**src/rtl/ecap5_dwbuart_host_if.sv**
```systemverilog
// Wishbone B4 pipelined bus bundle between the UART host (master) and the
// ecap5_dwbuart register block (slave).
interface ecap5_dwbuart_host_if;
  logic [31:0] adr;
  logic [31:0] wdat;
  logic [31:0] rdat;
  logic        we;
  logic [3:0]  sel;
  logic        stb;
  logic        cyc;
  logic        ack;
  logic        stall;

  modport master (
    output adr, wdat, we, sel, stb, cyc,
    input  rdat, ack, stall
  );

  modport slave (
    input  adr, wdat, we, sel, stb, cyc,
    output rdat, ack, stall
  );
endinterface

```
**src/rtl/ecap5_dwbuart_host.sv**
```systemverilog
// Wishbone initiator that configures one ecap5_dwbuart, then polls its status
// register and moves bytes between the UART data registers and two 1-entry streams.
module ecap5_dwbuart_host #(
  parameter logic [31:0] BASE_ADDR = 32'h0000_0000,
  parameter logic [31:0] CR_VALUE  = 32'h0080_0000
) (
  input  logic                        clk_i,
  input  logic                        rst_i,
  ecap5_dwbuart_host_if.master        wb,
  input  logic [7:0]                  tx_data_i,
  input  logic                        tx_valid_i,
  output logic                        tx_ready_o,
  output logic [7:0]                  rx_data_o,
  output logic                        rx_valid_o,
  input  logic                        rx_ready_i,
  output logic                        err_pe_o,
  output logic                        err_fe_o,
  output logic                        err_oe_o,
  output logic                        cfg_done_o
);

  localparam logic [31:0] SR_ADDR   = BASE_ADDR;
  localparam logic [31:0] CR_ADDR   = BASE_ADDR + 32'h4;
  localparam logic [31:0] RXDR_ADDR = BASE_ADDR + 32'h8;
  localparam logic [31:0] TXDR_ADDR = BASE_ADDR + 32'hC;

  typedef enum logic [3:0] {
    CFG_REQ, CFG_WAIT, GAP, SR_REQ, SR_WAIT, RX_REQ, RX_WAIT, TX_REQ, TX_WAIT
  } state_t;

  typedef enum logic [1:0] {OP_SR, OP_RX, OP_TX} op_t;

  state_t      state;
  op_t         next_op;
  logic        cyc_q;
  logic        stb_q;
  logic        we_q;
  logic [31:0] adr_q;
  logic [31:0] dat_q;
  logic        tx_full;
  logic [7:0]  tx_byte;
  logic        bus_done;
  logic        unused_rdat;

  function automatic state_t wait_of(input state_t s);
    case (s)
      CFG_REQ: return CFG_WAIT;
      SR_REQ:  return SR_WAIT;
      RX_REQ:  return RX_WAIT;
      default: return TX_WAIT;
    endcase
  endfunction

  assign wb.cyc  = cyc_q;
  assign wb.stb  = stb_q;
  assign wb.we   = we_q;
  assign wb.adr  = adr_q;
  assign wb.wdat = dat_q;
  assign wb.sel  = 4'hF;

  assign tx_ready_o  = cfg_done_o & ~tx_full;
  assign unused_rdat = ^wb.rdat[31:8];

  // An ack completes the access in WAIT, or in REQ only in the cycle the strobe is accepted.
  assign bus_done = cyc_q & wb.ack & (~stb_q | ~wb.stall);

  // NOTE: all state here is sequential, so every assignment is non-blocking (<=);
  // blocking assignments would let later lines see this cycle's new values.
  always_ff @(posedge clk_i) begin
    if (rst_i) begin
      state      <= CFG_REQ;
      next_op    <= OP_SR;
      cyc_q      <= 1'b0;
      stb_q      <= 1'b0;
      we_q       <= 1'b0;
      adr_q      <= '0;
      dat_q      <= '0;
      tx_full    <= 1'b0;
      tx_byte    <= '0;
      rx_data_o  <= '0;
      rx_valid_o <= 1'b0;
      err_pe_o   <= 1'b0;
      err_fe_o   <= 1'b0;
      err_oe_o   <= 1'b0;
      cfg_done_o <= 1'b0;
    end else begin
      err_pe_o <= 1'b0;
      err_fe_o <= 1'b0;
      err_oe_o <= 1'b0;

      if (rx_valid_o && rx_ready_i) rx_valid_o <= 1'b0;
      if (tx_valid_i && tx_ready_o) begin
        tx_full <= 1'b1;
        tx_byte <= tx_data_i;
      end

      if (bus_done) begin
        cyc_q   <= 1'b0;
        stb_q   <= 1'b0;
        state   <= GAP;
        next_op <= OP_SR;
        case (state)
          CFG_REQ, CFG_WAIT: cfg_done_o <= 1'b1;
          SR_REQ, SR_WAIT: begin
            err_pe_o <= wb.rdat[4];
            err_fe_o <= wb.rdat[3];
            err_oe_o <= wb.rdat[2];
            // Receive wins; a full rx register leaves RXDR in the UART untouched.
            if (wb.rdat[0] && !rx_valid_o)   next_op <= OP_RX;
            else if (wb.rdat[1] && tx_full)  next_op <= OP_TX;
          end
          RX_REQ, RX_WAIT: begin
            rx_data_o  <= wb.rdat[7:0];
            rx_valid_o <= 1'b1;
          end
          TX_REQ, TX_WAIT: tx_full <= 1'b0;
          default: ;
        endcase
      end else if (stb_q && !wb.stall) begin
        stb_q <= 1'b0;
        state <= wait_of(state);
      end else if (!cyc_q && (state == CFG_REQ || state == GAP)) begin
        cyc_q <= 1'b1;
        stb_q <= 1'b1;
        if (state == CFG_REQ) begin
          adr_q <= CR_ADDR;
          we_q  <= 1'b1;
          dat_q <= CR_VALUE;
        end else begin
          case (next_op)
            OP_RX: begin
              adr_q <= RXDR_ADDR;
              we_q  <= 1'b0;
              state <= RX_REQ;
            end
            OP_TX: begin
              adr_q <= TXDR_ADDR;
              we_q  <= 1'b1;
              dat_q <= {24'b0, tx_byte};
              state <= TX_REQ;
            end
            default: begin
              adr_q <= SR_ADDR;
              we_q  <= 1'b0;
              state <= SR_REQ;
            end
          endcase
        end
      end
    end
  end

endmodule

```
**src/flat_wrapper.sv**
```systemverilog
// flat-port wrapper written by rule: the top's interface ports become plain ports
module ecap5_dwbuart_host_flat 
#(
  parameter logic [31:0] BASE_ADDR = 32'h0000_0000,
  parameter logic [31:0] CR_VALUE  = 32'h0080_0000
)
  (clk_i, rst_i, tx_data_i, tx_valid_i, tx_ready_o, rx_data_o, rx_valid_o, rx_ready_i, err_pe_o, err_fe_o, err_oe_o, cfg_done_o, wb_adr, wb_wdat, wb_we, wb_sel, wb_stb, wb_cyc, wb_rdat, wb_ack, wb_stall);
  ecap5_dwbuart_host_if wb_i ();
  input  logic clk_i;
  input  logic rst_i;
  input  logic [7:0] tx_data_i;
  input  logic tx_valid_i;
  output logic tx_ready_o;
  output logic [7:0] rx_data_o;
  output logic rx_valid_o;
  input  logic rx_ready_i;
  output logic err_pe_o;
  output logic err_fe_o;
  output logic err_oe_o;
  output logic cfg_done_o;
  output wire logic [$bits(wb_i.adr)-1:0] wb_adr;
  output wire logic [$bits(wb_i.wdat)-1:0] wb_wdat;
  output wire logic [$bits(wb_i.we)-1:0] wb_we;
  output wire logic [$bits(wb_i.sel)-1:0] wb_sel;
  output wire logic [$bits(wb_i.stb)-1:0] wb_stb;
  output wire logic [$bits(wb_i.cyc)-1:0] wb_cyc;
  input wire logic [$bits(wb_i.rdat)-1:0] wb_rdat;
  input wire logic [$bits(wb_i.ack)-1:0] wb_ack;
  input wire logic [$bits(wb_i.stall)-1:0] wb_stall;
  assign wb_adr = wb_i.adr;
  assign wb_wdat = wb_i.wdat;
  assign wb_we = wb_i.we;
  assign wb_sel = wb_i.sel;
  assign wb_stb = wb_i.stb;
  assign wb_cyc = wb_i.cyc;
  assign wb_i.rdat = wb_rdat;
  assign wb_i.ack = wb_ack;
  assign wb_i.stall = wb_stall;
  ecap5_dwbuart_host #(.BASE_ADDR(BASE_ADDR), .CR_VALUE(CR_VALUE)) u_core (.clk_i(clk_i), .rst_i(rst_i), .wb(wb_i), .tx_data_i(tx_data_i), .tx_valid_i(tx_valid_i), .tx_ready_o(tx_ready_o), .rx_data_o(rx_data_o), .rx_valid_o(rx_valid_o), .rx_ready_i(rx_ready_i), .err_pe_o(err_pe_o), .err_fe_o(err_fe_o), .err_oe_o(err_oe_o), .cfg_done_o(cfg_done_o));
endmodule
```
**config.mk**
```make
export PLATFORM = sky130hd
export DESIGN_NAME = ecap5_dwbuart_host_flat
export DESIGN_NICKNAME = d
export VERILOG_FILES = /design/src/rtl/ecap5_dwbuart_host_if.sv /design/src/rtl/ecap5_dwbuart_host.sv /design/src/flat_wrapper.sv
export SDC_FILE = /design/constraint.sdc
export NUM_CORES = 1
export LEC_CHECK = 0
export ABC_CLOCK_PERIOD_IN_PS = 2200
export BUFFER_PORTS_ARGS = -buffer_cell sky130_fd_sc_hd__buf_2
export CAP_MARGIN = 40
export CELL_PAD_IN_SITES_DETAIL_PLACEMENT = 1
export CELL_PAD_IN_SITES_GLOBAL_PLACEMENT = 2
export CORE_MARGIN = 3
export CORE_UTILIZATION = 26
export CTS_BUF_LIST = sky130_fd_sc_hd__clkbuf_4
export DETAILED_ROUTE_END_ITERATION = 10
export GPL_TIMING_DRIVEN = 0
export PLACE_DENSITY = 0.86
export SETUP_SLACK_MARGIN = 0.15
export SKIP_LAST_GASP = 1
export SLEW_MARGIN = 15
export SYNTH_ARGS = -nofsm -noshare
export SYNTH_HDL_FRONTEND = slang
export SYNTH_SLANG_ARGS = --single-unit
```
**constraint.sdc**
```tcl
create_clock -name clk_i -period 2.2 [get_ports clk_i]
set_input_delay 0.11 -clock clk_i [delete_from_list [all_inputs] [get_ports clk_i]]
set_output_delay 0.11 -clock clk_i [all_outputs]
set_load 0.02 [all_outputs]
```
==> metrics.txt <==
status complete, no violations; CORE AREA 8299 µm²; post-synthesis cell type count 36; Placed Cells incl. Taps 473; cell family contributing the most delay on the critical path simple AND/OR/NAND/NOR gates; final clock skew 0.01614 ns; layout cells sized above 1 32.73%; DR pass1 iterations 4; dominant cell by count in the synthesized netlist buf_4; width of the die 98.84 µm; number of clock sinks 41; maximum operating frequency 639.9 MHz; Routed Antenna Nets 0; routed vias/inst 4.093; worst path bufs/invs 1; Hold WC Path Type primary input to flip-flop; crit path from u_core.wb.cyc$_SDFFE_PP0P_; number of flops mapped to enable cells by yosys 0; crit share post-route 71.03%; flip-flop and latch count after synthesis 41; Worst EP arrival 1.84 ns; fraction of synthesized cell area taken by the top area cell type 36.63%; Power Dens Cells 661.1 nW/µm²; final critical-path required period 1.563 ns; number of I/O port buffers 48; list of most frequent post-synthesis cells buf_4 (62), dfxtp_1 (41), a21oi_1 (27), nand2_1 (24), nand2b_1 (19); top-level port count 131; reported max-cap violation count 0; type of the setup path with the least slack flip-flop to flip-flop; cts bufs inserted 5; number of nets in the layout 435; cell count of the worst reg-to-reg path 4; slew margin rel. 61.50%; number of hold-slack violations in the final timing report 0; Rows 33; Chip Height 98.84 µm; worst flop-to-flop path startpoint u_core.wb.cyc$_SDFFE_PP0P_; setup ws final 0.6373 ns; synthesized area per cell 8.456 µm²; reported leakage power 1.443 nW; post-synthesis instance total 265; transition time at the pin with the least slew margin 0.5754 ns; dominant cell type by area after synthesis dfxtp_1; Area growth, synth to finish 34.90%; Critical Path, Cell by Cell nand3_1 > nor3_1 > buf_4 > mux2i_1; peak per-stage delay on the critical path 0.49 ns; critical path startpoint category flip-flop; Post-Place Worst Slack 0.6503 ns; required time at the endpoint of the critical path 2.48 ns; maximum fanout count along the critical path 9; final worst hold slack 0.01318 ns; Synth Cell Area 2241 µm²; antenna diode instance count 0; total routing usage reported by global routing 11.03%; Post-CTS Hold Fix Bufs 12; leading register cell type out of synthesis dfxtp_1; total number of vias 2018; type of element capturing the critical path flip-flop; Root Driver clkbuf_4; WL per Instance 11.13 µm; Reg2Reg Capture Point u_core.rx_data_o[5]$_SDFFE_PP0P_; DRC violation total after the first TritonRoute iteration 69; number of gates resized after CTS 0; portion of the post-synthesis area used by sequential elements 36.63%; buffers inserted by post-CTS timing repair 0; clock transition time at the flip-flop clock pins of the worst setup and hold paths 0.14 ns; drc violations 0; Critical Path Sink u_core.rx_data_o[5]$_SDFFE_PP0P_; final routed wirelength across all metal layers 5.486 mm; crit path max-delay cell type dfxtp_1; total number of H-tree levels 2; number of antenna violations at the first check in global routing 0; Longest Clk Path Bufs 2; Crit. path cell count 4; leading cell types by total area after synthesis dfxtp_1 (37%), buf_4 (21%), a21oi_1 (6.0%); first-pass GRT wire length 8.970 mm; starting density of the core 27.00%; RSZ-0062 raised after global routing no; via count of the first global-routing pass 1973; number of filler cells placed in the layout 1054; clock tree from TritonCTS built; setup TNS after final layout 0 ns; async set or reset register ratio after synthesis 0%; endpoints failing setup 0; die area 9768 µm²; weighted congestion reported at the end of routability-driven placement 0.7431; total congestion overflow after global routing 0; highest ir drop seen on vdd 369.5 µV; largest net degree at the start of global routing 15; Post-DP HPWL 4.278 mm; Final Non-Filler Cells 493; Tot Pwr 1.998 mW; Worst R2R Setup Slack 0.64 ns; source-to-sink clock delay at the later pin of the worst-skew pair 0.36 ns; number of warnings issued by yosys 0; pins over their slew limit 0
## logic make-up (layout without fill, tap and decap cells)
family	count (synthesis)	after routing	synth area share [%]
simple gates	91	91	23.00
buf+inv	75	143	23.40
compound gates	44	44	11.17
flops	41	41	36.63
mux	8	8	3.574
fa+ha+maj	2	2	1.117
other cells	2	57	0.3351
xor+xnor	2	2	0.7818
## report_power, final
part           internal [mW]  switching [mW]  total (mW)
Clock                  0.241           0.270       0.511
Sequential             0.789          0.0453       0.835
Combinational          0.255           0.397       0.653
## metal layers
metal  wire length (µm)  vias up  global-route usage, %
li1                   -     1014                      -
met1               2417      934                  13.68
met2               2580       65                  18.29
met3                445        5                  3.822
met4                 42        0                  2.836
met5                  0        -                      0
## stage by stage
step / instance area (µm²) / utilization (%)
after floorplan: 2447 / -
after global placement: 2819 / 33.97
after detailed placement: 2819 / 33.97
after CTS: 3023 / 36.42
after global routing: 3023 / 36.42
final: 3023 / 36.42
## sequential cells by signal, indices dropped and copies added (netlist names), 2 cells and up
register	count
u_core.next_op	2
u_core.rx_data_o	8
u_core.state	4
u_core.tx_byte	8
u_core.wb.wdat	9
## worst register-to-register path, stage by stage, from the launching register on
cell and delay (ns):
dfxtp_1 0.49, nand3_1 0.31, nor3_1 0.26, buf_4 0.23
mux2i_1 0.20
## how the worst min path moves through the flow
stage,start,endpoint,cells after the start
after floorplan,wb_rdat[3],u_core.err_fe_o$_SDFF_PP0_,1
after global placement,wb_rdat[2],u_core.err_oe_o$_SDFF_PP0_,2
after detailed placement,wb_rdat[2],u_core.err_oe_o$_SDFF_PP0_,2
after CTS,wb_rdat[0],u_core.rx_data_o[0]$_SDFFE_PP0P_,3
after global routing,wb_rdat[5],u_core.rx_data_o[5]$_SDFFE_PP0P_,3
final,wb_rdat[7],u_core.rx_data_o[7]$_SDFFE_PP0P_,3
## cell type report
type | instances | area [µm²] | share of cell area [%]
inverters | 3 | 11.26 | 0.3725
clock inverters | 3 | 46.29 | 1.531
plain buffers | 72 | 513.0 | 16.97
repair buffers | 60 | 360.3 | 11.92
flip-flops and latches | 41 | 820.8 | 27.15
multi-input cells | 204 | 1102 | 36.47
clock buffers | 5 | 37.54 | 1.242
well taps | 105 | 131.4 | 4.346
## placed cells by master (no fill, tap or decap), types with 2 or more instances in the layout
cell type / count
ha_1: 2
nor3_1: 5
o21ai_0: 5
clkbuf_1: 7
and2_1: 3
nand4b_1: 3
buf_2: 50
clkbuf_4: 5
nand3_1: 14
nand2b_1: 19
a32oi_1: 2
buf_4: 62
nor2b_1: 7
inv_1: 3
a31oi_1: 2
dlygate4sd3_1: 12
o21ai_1: 4
mux2i_1: 8
a21oi_1: 27
dfxtp_1: 41
nor2_1: 7
xor2_1: 2
nand2_1: 24
conb_1: 57
(Power assumes the default switching activity.)
